[config.mk]
export PLATFORM = sky130hd
export DESIGN_NAME = fi_mem_fairness
export DESIGN_NICKNAME = d
export VERILOG_FILES = /design/src/rtl/fi_mem_fairness.sv
export SDC_FILE = /design/constraint.sdc
export NUM_CORES = 1
export LEC_CHECK = 0
export ABC_AREA = 1
export CORE_AREA = 2 2 58 60
export DETAILED_ROUTE_END_ITERATION = 7
export DIE_AREA = 0 0 60 62
export PLACE_DENSITY = 0.81
export SLEW_MARGIN = 20
export SYNTH_ARGS = -nofsm -noshare
export SYNTH_HDL_FRONTEND = slang
export SYNTH_SLANG_ARGS = --single-unit
[constraint.sdc]
create_clock -name clock -period 1.9 [get_ports clock]
set_input_delay 0.19 -clock clock [delete_from_list [all_inputs] [get_ports clock]]
set_output_delay 0.19 -clock clock [all_outputs]
set_load 0.02 [all_outputs]
[src/rtl/fi_mem_fairness.sv]
// fi_mem_fairness: per-channel fairness and protocol monitor for
// request/grant/response memory channels. Counts grant stalls, outstanding
// transactions and response delay, drives "must act now" hints for the
// stimulus side, and latches sticky violation flags.
module fi_mem_fairness #(
    parameter int NCH             = 2,
    parameter int MAX_GNT_STALL   = 3,
    parameter int MAX_RSP_DELAY   = 4,
    parameter int MAX_OUTSTANDING = 1,
    parameter int ALLOW_ERRORS    = 0,
    parameter int OW              = $clog2(MAX_OUTSTANDING + 1)
) (
    input  logic              clock,
    input  logic              reset,
    input  logic [NCH-1:0]    req,
    input  logic [NCH-1:0]    gnt,
    input  logic [NCH-1:0]    rsp,
    input  logic [NCH-1:0]    error,
    output logic [NCH*OW-1:0] outstanding,
    output logic [NCH-1:0]    must_gnt,
    output logic [NCH-1:0]    must_rsp,
    output logic [NCH-1:0]    viol_gnt,
    output logic [NCH-1:0]    viol_rsp,
    output logic [NCH-1:0]    viol_proto,
    output logic              any_viol
);

    localparam logic [4:0]    GNT_LIM = 5'(MAX_GNT_STALL - 1);
    localparam logic [4:0]    RSP_LIM = 5'(MAX_RSP_DELAY - 1);
    localparam logic [OW-1:0] OUT_MAX = OW'(MAX_OUTSTANDING);
    localparam logic          ERR_OK  = (ALLOW_ERRORS != 0);

    logic [4:0]    stall [NCH];
    logic [OW-1:0] outs  [NCH];
    logic [4:0]    delay [NCH];

    logic [NCH-1:0] hs;
    logic [NCH-1:0] rsp_ok;
    logic [NCH-1:0] proto_err;

    // 5-bit counters stop at all-ones instead of wrapping back to zero
    function automatic logic [4:0] sat_inc5(input logic [4:0] v);
        return (v == 5'h1f) ? v : v + 5'd1;
    endfunction

    // Hints depend only on req and registered counters, never on gnt/rsp
    always_comb begin
        hs          = '0;
        rsp_ok      = '0;
        proto_err   = '0;
        must_gnt    = '0;
        must_rsp    = '0;
        outstanding = '0;
        for (int i = 0; i < NCH; i++) begin
            hs[i]       = req[i] && gnt[i];
            rsp_ok[i]   = rsp[i] && (outs[i] != '0);
            must_gnt[i] = req[i] && (stall[i] >= GNT_LIM);
            must_rsp[i] = (outs[i] != '0) && (delay[i] >= RSP_LIM);
            outstanding[i*OW +: OW] = outs[i];
            // orphan response, overflow, or an error that is not allowed here
            proto_err[i] = (rsp[i] && (outs[i] == '0))
                        || (hs[i] && (outs[i] == OUT_MAX) && !rsp[i])
                        || (error[i] && (!rsp[i] || !ERR_OK));
        end
    end

    // Per-channel counters and sticky flags; any_viol trails the flags by a cycle
    always_ff @(posedge clock or posedge reset) begin
        if (reset) begin
            for (int i = 0; i < NCH; i++) begin
                stall[i] <= '0;
                outs[i]  <= '0;
                delay[i] <= '0;
            end
            viol_gnt   <= '0;
            viol_rsp   <= '0;
            viol_proto <= '0;
            any_viol   <= 1'b0;
        end else begin
            for (int i = 0; i < NCH; i++) begin
                // a retracted request keeps its accumulated stall
                if (gnt[i])
                    stall[i] <= '0;
                else if (req[i])
                    stall[i] <= sat_inc5(stall[i]);

                // handshake and legal response in the same cycle cancel out
                case ({hs[i], rsp_ok[i]})
                    2'b10: if (outs[i] != OUT_MAX) outs[i] <= outs[i] + OW'(1);
                    2'b01: outs[i] <= outs[i] - OW'(1);
                    default: ;
                endcase

                // delay restarts for the next-oldest transaction after each response
                if (rsp[i] || (outs[i] == '0))
                    delay[i] <= '0;
                else
                    delay[i] <= sat_inc5(delay[i]);

                if (must_gnt[i] && !gnt[i]) viol_gnt[i]   <= 1'b1;
                if (must_rsp[i] && !rsp[i]) viol_rsp[i]   <= 1'b1;
                if (proto_err[i])           viol_proto[i] <= 1'b1;
            end
            any_viol <= |{viol_gnt, viol_rsp, viol_proto};
        end
    end

endmodule
==> impl_metrics.csv, run 1 <==
group,metric,value,unit
synthesis,synth_area_leader_cell,"dfrtp_1",
synthesis,synth_top_area_share,0.463,
sta,worst-slew-pin-transition,0.367,ns
power,post-layout-total-power,1.62,mW
floorplanning,starting_density,0.493,
setup_path,timing.reg2reg.worst_path_depth,8,
placed_design,dp_cells,262,
grt,number_of_antenna_violations_at_the_first_check_in_global_routing,0,
placed_design,globalplace.congestion,0.876,
clocking,cts.clk_slew.worst_paths,0.09,ns
hold_path,hold_path_class,"in2async",
clocking,htreeDepth,2,
sta,report.final.setup_viol,0,
routing,via_count,1294,
grt,grt_start_max_net_pins,30,
grt,grt_usage,0.183,
placed_design,detailedPlacementHpwl,2260,um
sta,max_slew_margin,0.755,
routing,antenna_violating_nets_left,0,
floorplanning,dieArea,0.00372,mm^2
synthesis,synthTopCellsByArea,"dfrtp_1 46%, ha_1 9.6%, nand2_1 9.6%, nor2_1 7.4%, inv_1 6.2%",
power,max-vdd-ir-drop,0.000392,V
sta,maxSlewViolCount,0,
floorplanning,die_x,60,um
floorplanning,core_box_area,0.00318,mm^2
setup_path,setup.worst_path.end_class,"output port",
setup_path,worst-path-max-fanout,4,
setup_path,startpoint_type,"flip-flop",
clocking,cts-buffers-inserted,5,
setup_path,critical_path.slowest_cell,"dfrtp_1",
setup_path,worst-path-buf-inv,2,
grt,first_global_vias,1185,
setup_path,worst_path_most_repeated_cell,"nand2_1",
routing,drtPass1Iterations,4,
routing,remaining_drc_errors,0,
setup_path,worst_path_dominant_cell_family,"flip-flops",
sta,fmax,0.558,GHz
power,power_density,831,mW/mm^2
clocking,cts-hold-fix-buffers,0,
finish,number_of_standard_cells_in_the_layout_taps_in_and_fillers_out,272,
synthesis,synth_warnings,0,
synthesis,synthCells,192,
finish,final_cell_mix,"40 x nand2_1, 31 x nor2_1, 29 x dfrtp_1",
routing,detailedRoute.firstIterationViolations,53,
clocking,cts_max_path_buffers,2,
clocking,root_cell_of_the_clock_tree,"clkbuf_4",
synthesis,synthesis.nets,214,
setup_path,crit_cells,6,
finish,drive_gt1_frac,0.128,
synthesis,syn_avg_cell_area,8.17,um^2
job,timing.max_cap.violations,0,
synthesis,synth_sequential_area_ratio,0.463,
finish,layout.nets,247,
power,leakage,0.947,nW
sta,share_of_the_cycle_needed_by_the_critical_path_after_routing,0.943,
clocking,clock_latency,0.33,ns
routing,avgRoutedWirePerCell,10.8,um
finish,final_common_cell,"nand2_1",
finish,areaGrowthSynthToFinish,24.4,%
synthesis,synth.lib_cells_used.distinct,23,
floorplanning,floorplan.rows,21,
floorplanning,die_height,62,um
sta,hold_violations,0,
clocking,cts_sinks,29,
routing,route.final.wire_length,2950,um
setup_path,cp_cell_sequence,"ha_2, nor3_2, nand2_1, nand2_1, inv_1, clkdlybuf4s15_1",
clocking,cts_tree,"yes",
synthesis,synth_area,0.00157,mm^2
routing,drt-vias-per-instance,4.76,
sta,finalWorstPathRequiredPeriod,1.79,ns
grt,grt-ovfl-total,0,
floorplanning,top_level_ports,23,
grt,grt_pass1_wl,4910,um
setup_path,critPathRequiredTime,1.71,ns
sta,fin_worst_skew,0.00969,ns
finish,insertedDiodeCount,0,
status,status,"complete, no violations",
synthesis,ys_ff_latch,29,
placed_design,portBuffers,22,
setup_path,crit_path_max_incr_delay,0.43,ns
setup_path,critPathKind,"reg2out",
setup_path,cp_data_arrival_time,1.60,ns
==> through the flow <==
stage	hold slack (ns)	setup TNS (ns)	worst slack [ns]	util	instance area, um^2
global route	0.264	-0.0101	-0.0101	0.614	1950
global placement	0.492	0	0.206	0.585	1860
CTS	0.228	0	0.0187	0.606	1930
floorplan	0.261	0	0.528	-	1570
detailed placement	0.500	0	0.132	0.585	1860
finish	0.225	0	0.109	0.614	1950
==> final timing paths <==
kind                                         startpoint                         to  slack [ns]
min in group clock                             error[1]  viol_proto[1]$_DFFE_PP0P_        0.47
worst max register to register     delay[5]$_DFFE_PP0P_       delay[7]$_DFFE_PP0P_        0.39
worst max-delay path               delay[5]$_DFFE_PP0P_                must_rsp[0]        0.11
worst min-delay path                              reset       stall[0]$_DFFE_PP0P_        0.22
max in group asynchronous                         reset       delay[5]$_DFFE_PP0P_        1.40
worst min register to register  viol_rsp[0]$_DFFE_PP0P_    viol_rsp[0]$_DFFE_PP0P_        0.51
==> layer usage <==
layer	wire, um	global-route usage	share of wire	vias up
met4	52	0.0825	0.018	0
met3	117	0.0580	0.040	5
met2	1410	0.303	0.48	23
li1	-	-	-	673
met1	1380	0.219	0.47	593
met5	0	0	0	-
==> final cells by class <==
type	count	area [um^2]
clock buffer	7	65.1
clock inverter	1	5.00
fill	285	1230
inverter	31	118
multi-input combinational	132	732
sequential	29	726
tap	46	57.6
timing repair buffer	26	248
==> kinds of logic (layout without fill, tap and decap cells) <==
logic type	Yosys count	count (layout)	share of synthesized area
adder cells (fa/ha/maj)	12	12	0.0958
buffers and inverters	31	65	0.0750
XOR/XNOR	2	2	0.0112
flip-flops	29	29	0.463
AND/OR/NAND/NOR	96	96	0.270
AO/OA/AOI/OAI	22	22	0.0854
==> state kept, by name (all words and copies together), names as in the netlist <==
name and count:
viol_gnt 2, outstanding 2, delay 10, viol_rsp 2, any_viol 1, stall 10, viol_proto 2
==> worst register-to-register path, cell delays in order (launching register included) <==
cell,delay [ns]
dfrtp_1,0.41
ha_2,0.23
nand2_1,0.06
nor2_1,0.09
ha_1,0.26
inv_1,0.11
nand2_1,0.10
o21ai_1,0.07
a21oi_1,0.11
==> cells in the mapped netlist <==
cell type	instances
a211oi_1	1
a21oi_1	10
a21oi_2	1
clkinv_2	1
dfrtp_1	29
ha_1	12
inv_1	26
inv_2	4
nand2_1	40
nand2_2	3
nand3_1	10
nand3_2	1
nand4_1	3
nor2_1	31
nor2_2	1
nor2_4	2
nor3_1	4
nor3_2	1
o211ai_2	1
o21ai_1	5
o21bai_1	1
o31ai_1	3
xor2_1	2
==> power breakdown <==
part / switching, mW / internal [mW]
Clock: 0.217 / 0.214
Combinational: 0.259 / 0.188
Sequential: 0.0667 / 0.677
Total: 0.543 / 1.08
==> repair_timing <==
action                                  CTS  global route
cloned                                    0             0
resized for setup                         5             3
setup buffers                             0             2
endpoints found under the setup margin    4             2
(Power assumes the default switching activity.)
==> run 2, diff against run 1 <==
- SKIP_CTS_REPAIR_TIMING: not set -> 1
==> run 2 against run 1 <==
Effect of this change: critical path depth unchanged; setup slack better by 0.022 ns; critical path type unchanged; sequential share of layout area up 0.19 points; final cell count is 0.74% lower; sequential power about the same; sequential cell count did not move; non-clock buffer count is 2 lower; core utilization down 0.31 points; clock power hardly changed; die area did not move; combinational power decreased by 2%.
==> impl_metrics.csv, run 2 (same netlist as run 1, synthesis figures left out) <==
group,metric,value,unit
grt,grt-ovfl-total,0,
routing,route.final.wire_length,2880,um
setup_path,startpoint_type,"flip-flop",
clocking,cts.clk_slew.worst_paths,0.10,ns
sta,share_of_the_cycle_needed_by_the_critical_path_after_routing,0.931,
setup_path,setup_slack_on_the_worst_flop_to_flop_path,0.37,ns
sta,fmax,0.565,GHz
placed_design,globalplace.congestion,0.876,
setup_path,setup.worst_path.end_class,"output port",
grt,grt_start_max_net_pins,30,
setup_path,critPathRequiredTime,1.71,ns
setup_path,critPathKind,"reg2out",
floorplanning,top_level_ports,23,
setup_path,worst_r2r_startpoint,"delay[5]$_DFFE_PP0P_",
grt,grt_usage,0.183,
sta,fin_worst_skew,0.0130,ns
status,status,"complete, no violations",
finish,drive_gt1_frac,0.112,
placed_design,detailedPlacementHpwl,2260,um
floorplanning,dieArea,0.00372,mm^2
setup_path,critical_path.slowest_cell,"dfrtp_1",
sta,max_slew_margin,0.766,
clocking,clock_latency,0.33,ns
placed_design,placed_cell_area,0.00186,mm^2
floorplanning,die_height,62,um
clocking,cts_sinks,29,
power,max-vdd-ir-drop,0.000407,V
clocking,cts_max_path_buffers,2,
sta,finalWorstPathRequiredPeriod,1.77,ns
floorplanning,core_box_area,0.00318,mm^2
routing,detailedRoute.firstIterationViolations,49,
floorplanning,floorplan.rows,21,
placed_design,portBuffers,22,
sta,timing.hold.ws,0.217,ns
finish,final_cell_mix,"40 x nand2_1, 31 x nor2_1, 29 x dfrtp_1",
floorplanning,die_x,60,um
floorplanning,starting_density,0.493,
sta,report.final.setup_viol,0,
setup_path,cp_cell_sequence,"ha_1, nor3_1, nand2_1, nand2_1, inv_1, dlymetal6s2s_1",
setup_path,worst_path_dominant_cell_family,"flip-flops",
grt,grt_pass1_wl,4930,um
setup_path,crit-reg2reg-capture,"delay[7]$_DFFE_PP0P_",
routing,drtPass1Iterations,4,
clocking,root_cell_of_the_clock_tree,"clkbuf_4",
setup_path,crit_path_max_incr_delay,0.43,ns
setup_path,critical_path.startpoint,"delay[5]$_DFFE_PP0P_",
setup_path,crit_cells,6,
clocking,cts_tree,"yes",
power,leakage,0.995,nW
setup_path,worst-path-buf-inv,2,
grt,first_global_vias,1191,
routing,via_count,1283,
sta,worst-slew-pin-transition,0.351,ns
finish,final_common_cell,"nand2_1",
job,timing.max_cap.violations,0,
routing,avgRoutedWirePerCell,10.7,um
setup_path,worst-path-max-fanout,4,
finish,layout.cell_area.non_filler,0.00194,mm^2
finish,layout.nets,245,
sta,hold_violations,0,
sta,maxSlewViolCount,0,
routing,antenna_violating_nets_left,0,
setup_path,cp_data_arrival_time,1.58,ns
setup_path,critPathCapture,"must_rsp[0]",
setup_path,timing.reg2reg.worst_path_depth,8,
grt,number_of_antenna_violations_at_the_first_check_in_global_routing,0,
finish,insertedDiodeCount,0,
clocking,htreeDepth,2,
hold_path,hold_path_class,"in2async",
clocking,cts-buffers-inserted,5,
finish,areaGrowthSynthToFinish,23.8,%
routing,remaining_drc_errors,0,
routing,drt-vias-per-instance,4.75,
finish,layout.filler_cells,289,
setup_path,worst_path_most_repeated_cell,"nand2_1",
finish,reg_top3,"delay (10), stall (10)",
power,power_density,828,mW/mm^2
sta,setup_repair_after_global_routing_missed_its_margin,"false",
run 2: changes by cell type in the layout (fill, tap and decap cells not counted), sizes merged:
cell,previous run,this run
dlygate4sd2,2,0
clkdlybuf4s15,2,0
dlymetal6s2s,0,4
buf,4,2
run 2: worst min-delay path by stage:
| stage | startpoint | slack [ns] | cells after the start | endpoint |
|---|---|---|---|---|
| global placement | viol_rsp[1]$_DFFE_PP0P_ | 0.49 | 2 | viol_rsp[1]$_DFFE_PP0P_ |
| finish | reset | 0.22 | 3 | outstanding[1]$_DFFE_PP0P_ |
| detailed placement | viol_gnt[0]$_DFFE_PP0P_ | 0.50 | 2 | viol_gnt[0]$_DFFE_PP0P_ |
| CTS | reset | 0.23 | 3 | stall[3]$_DFFE_PP0P_ |
| floorplan | rsp[0] | 0.26 | 1 | delay[5]$_DFFE_PP0P_ |
| global route | reset | 0.26 | 3 | stall[0]$_DFFE_PP0P_ |
run 2: layout make-up:
type                    instances  area [um^2]  area share
repair buffers                 24          245       0.126
clock buffers                   7         65.1      0.0335
multi-input cells             132          724       0.373
inverters                      31          118      0.0606
well taps                      46         57.6      0.0297
clock inverters                 1         5.00     0.00258
flip-flops and latches         29          726       0.374
run 2: stage by stage:
| stage | setup TNS (ns) | worst slack (ns) | power [mW] | instances | util |
|---|---|---|---|---|---|
| final | 0 | 0.131 | 1.61 | 270 | 0.610 |
| after global routing | 0 | 0.00372 | 1.72 | 270 | 0.610 |
| after CTS | -0.605 | -0.238 | 1.64 | 270 | 0.607 |
| after detailed placement | 0 | 0.132 | 1.20 | 262 | 0.585 |
| after global placement | 0 | 0.206 | 1.19 | 262 | 0.585 |
| after floorplan | 0 | 0.528 | 1.03 | 192 | - |
run 2: worst register-to-register path, stage by stage, from the launching register on:
cell,delay (ns)
dfrtp_1,0.43
ha_1,0.25
nand2_1,0.07
nor2_1,0.04
ha_1,0.24
inv_1,0.12
nand2_1,0.09
o21ai_1,0.13
a21oi_1,0.05
run 2: report_power, final:
| group | total (mW) | internal, mW | switching (mW) |
|---|---|---|---|
| sequential | 0.743 | 0.677 | 0.0660 |
| clock | 0.430 | 0.214 | 0.216 |
| combinational | 0.435 | 0.182 | 0.252 |
| total | 1.61 | 1.07 | 0.534 |
run 2: layer usage:
| layer | global-route usage | part of all wire |
|---|---|---|
| met5 | 0 | 0 |
| met4 | 0.0825 | 0.019 |
| met3 | 0.0580 | 0.041 |
| met2 | 0.303 | 0.48 |
| met1 | 0.220 | 0.46 |
==> run 3, diff against run 2 <==
- PLACE_DENSITY: 0.81 -> 0.76
==> run 3 against run 2 <==
Effect of this change: combinational power barely moved; hold slack got worse by 0.017 ns; highest routed layer unchanged; setup slack improved by 0.00078 ns; critical endpoint is now must_gnt[0]; sequential cell count did not move.
==> impl_metrics.csv, run 3 (same netlist as run 1, synthesis figures left out) <==
group,metric,value,unit
setup_path,critPathRequiredTime,1.71,ns
clocking,cts_sinks,29,
sta,report.final.setup_viol,0,
routing,via_count,1284,
finish,areaGrowthSynthToFinish,23.8,%
sta,finalSetupTns,0,ns
sta,setup_repair_after_global_routing_missed_its_margin,"true",
finish,final_common_cell,"nand2_1",
sta,hold_violations,0,
hold_path,hold_path_class,"in2async",
power,max-vdd-ir-drop,0.000536,V
floorplanning,dieArea,0.00372,mm^2
routing,route.final.wire_length,2840,um
floorplanning,core_box_area,0.00318,mm^2
grt,grt_usage,0.185,
placed_design,placed_cell_area,0.00186,mm^2
sta,maxSlewViolCount,0,
placed_design,globalplace.congestion,0.853,
floorplanning,top_level_ports,23,
finish,reg_top3,"delay (10), stall (10)",
clocking,cts-buffers-inserted,5,
routing,remaining_drc_errors,0,
floorplanning,floorplan.rows,21,
finish,layout.cell_area.non_filler,0.00194,mm^2
placed_design,portBuffers,22,
power,post-layout-total-power,1.62,mW
setup_path,critPathKind,"reg2out",
routing,drtPass1Iterations,4,
clocking,root_cell_of_the_clock_tree,"clkbuf_4",
routing,wl_met3,111,um
power,power_density,836,mW/mm^2
finish,drive_gt1_frac,0.112,
job,timing.max_cap.violations,0,
setup_path,worst-path-max-fanout,3,
sta,worst-slew-pin-transition,0.362,ns
grt,grt_pass1_wl,4960,um
finish,number_of_standard_cells_in_the_layout_taps_in_and_fillers_out,270,
grt,grt_start_max_net_pins,30,
routing,drt-vias-per-instance,4.76,
setup_path,cp_data_arrival_time,1.58,ns
status,status,"complete, no violations",
routing,antenna_violating_nets_left,0,
routing,topRoutingLayerUsed,"met4",
setup_path,setup.worst_path.end_class,"output port",
finish,layout.nets,245,
placed_design,detailedPlacementHpwl,2170,um
placed_design,dp_cells,262,
sta,fmax,0.566,GHz
clocking,cts.clk_slew.worst_paths,0.10,ns
grt,first_global_vias,1187,
grt,grt-ovfl-total,0,
routing,routed-wl-met2,1260,um
routing,avgRoutedWirePerCell,10.5,um
power,leakage,0.995,nW
floorplanning,starting_density,0.493,
sta,finalWorstPathRequiredPeriod,1.77,ns
floorplanning,die_height,62,um
finish,final_cell_mix,"40 x nand2_1, 31 x nor2_1, 29 x dfrtp_1",
finish,insertedDiodeCount,0,
finish,layout.filler_cells,287,
clocking,cts_tree,"yes",
clocking,htreeDepth,2,
sta,share_of_the_cycle_needed_by_the_critical_path_after_routing,0.931,
floorplanning,die_x,60,um
routing,detailedRoute.firstIterationViolations,36,
routing,wl_met1,1390,um
setup_path,startpoint_type,"flip-flop",
sta,fin_worst_skew,0.0145,ns
clocking,clock_latency,0.34,ns
grt,number_of_antenna_violations_at_the_first_check_in_global_routing,0,
sta,max_slew_margin,0.759,
clocking,cts_max_path_buffers,2,
## run 3: cell counts in the layout (fill, tap and decap cells not counted)
Identical to the previous run, type by type.
## run 3: path summary, 6_finish.rpt
path / startpoint / to / slack (ns) / depth (start not counted)
worst max-delay path: stall[5]$_DFFE_PP0P_ / must_gnt[0] / 0.13 / 7
worst min-delay path: reset / stall[6]$_DFFE_PP0P_ / 0.20 / 3
worst max register to register: stall[6]$_DFFE_PP0P_ / stall[8]$_DFFE_PP0P_ / 0.38 / 10
worst min register to register: viol_rsp[1]$_DFFE_PP0P_ / viol_rsp[1]$_DFFE_PP0P_ / 0.51 / 2
max in group asynchronous: reset / delay[6]$_DFFE_PP0P_ / 1.42 / 3
min in group clock: error[1] / viol_proto[1]$_DFFE_PP0P_ / 0.43 / 3
## run 3: power by group
part | switching (mW) | total (mW) | internal, mW
Combinational | 0.252 | 0.434 | 0.182
Clock | 0.233 | 0.447 | 0.214
Sequential | 0.0648 | 0.742 | 0.677
## run 3: cell type report
type / count / area, um^2 / share of cell area
clock buffers: 7 / 65.1 / 0.0335
clock inverters: 1 / 5.00 / 0.00258
inverters: 31 / 118 / 0.0606
multi-input cells: 132 / 724 / 0.373
flip-flops and latches: 29 / 726 / 0.374
well taps: 46 / 57.6 / 0.0297
repair buffers: 24 / 245 / 0.126
## run 3: through the flow
step / hold WS (ns) / setup slack, ns / util
after floorplan: 0.261 / 0.528 / -
after global placement: 0.488 / 0.206 / 0.585
after detailed placement: 0.498 / 0.171 / 0.585
after CTS: 0.201 / -0.230 / 0.607
after global routing: 0.279 / -0.0310 / 0.610
final: 0.200 / 0.132 / 0.610
## run 3: critical path, stage by stage (launching register included)
cell and delay, ns:
dfrtp_1 0.40, inv_1 0.07, ha_1 0.20, nor2_1 0.13
nand4_1 0.13, nand2_1 0.09, inv_1 0.03, dlymetal6s2s_1 0.19
## run 3: layer usage
metal | track usage | up-vias
met2 | 0.304 | 23
met5 | 0 | -
li1 | - | 676
met3 | 0.0373 | 7
met1 | 0.225 | 578
met4 | 0.114 | 0
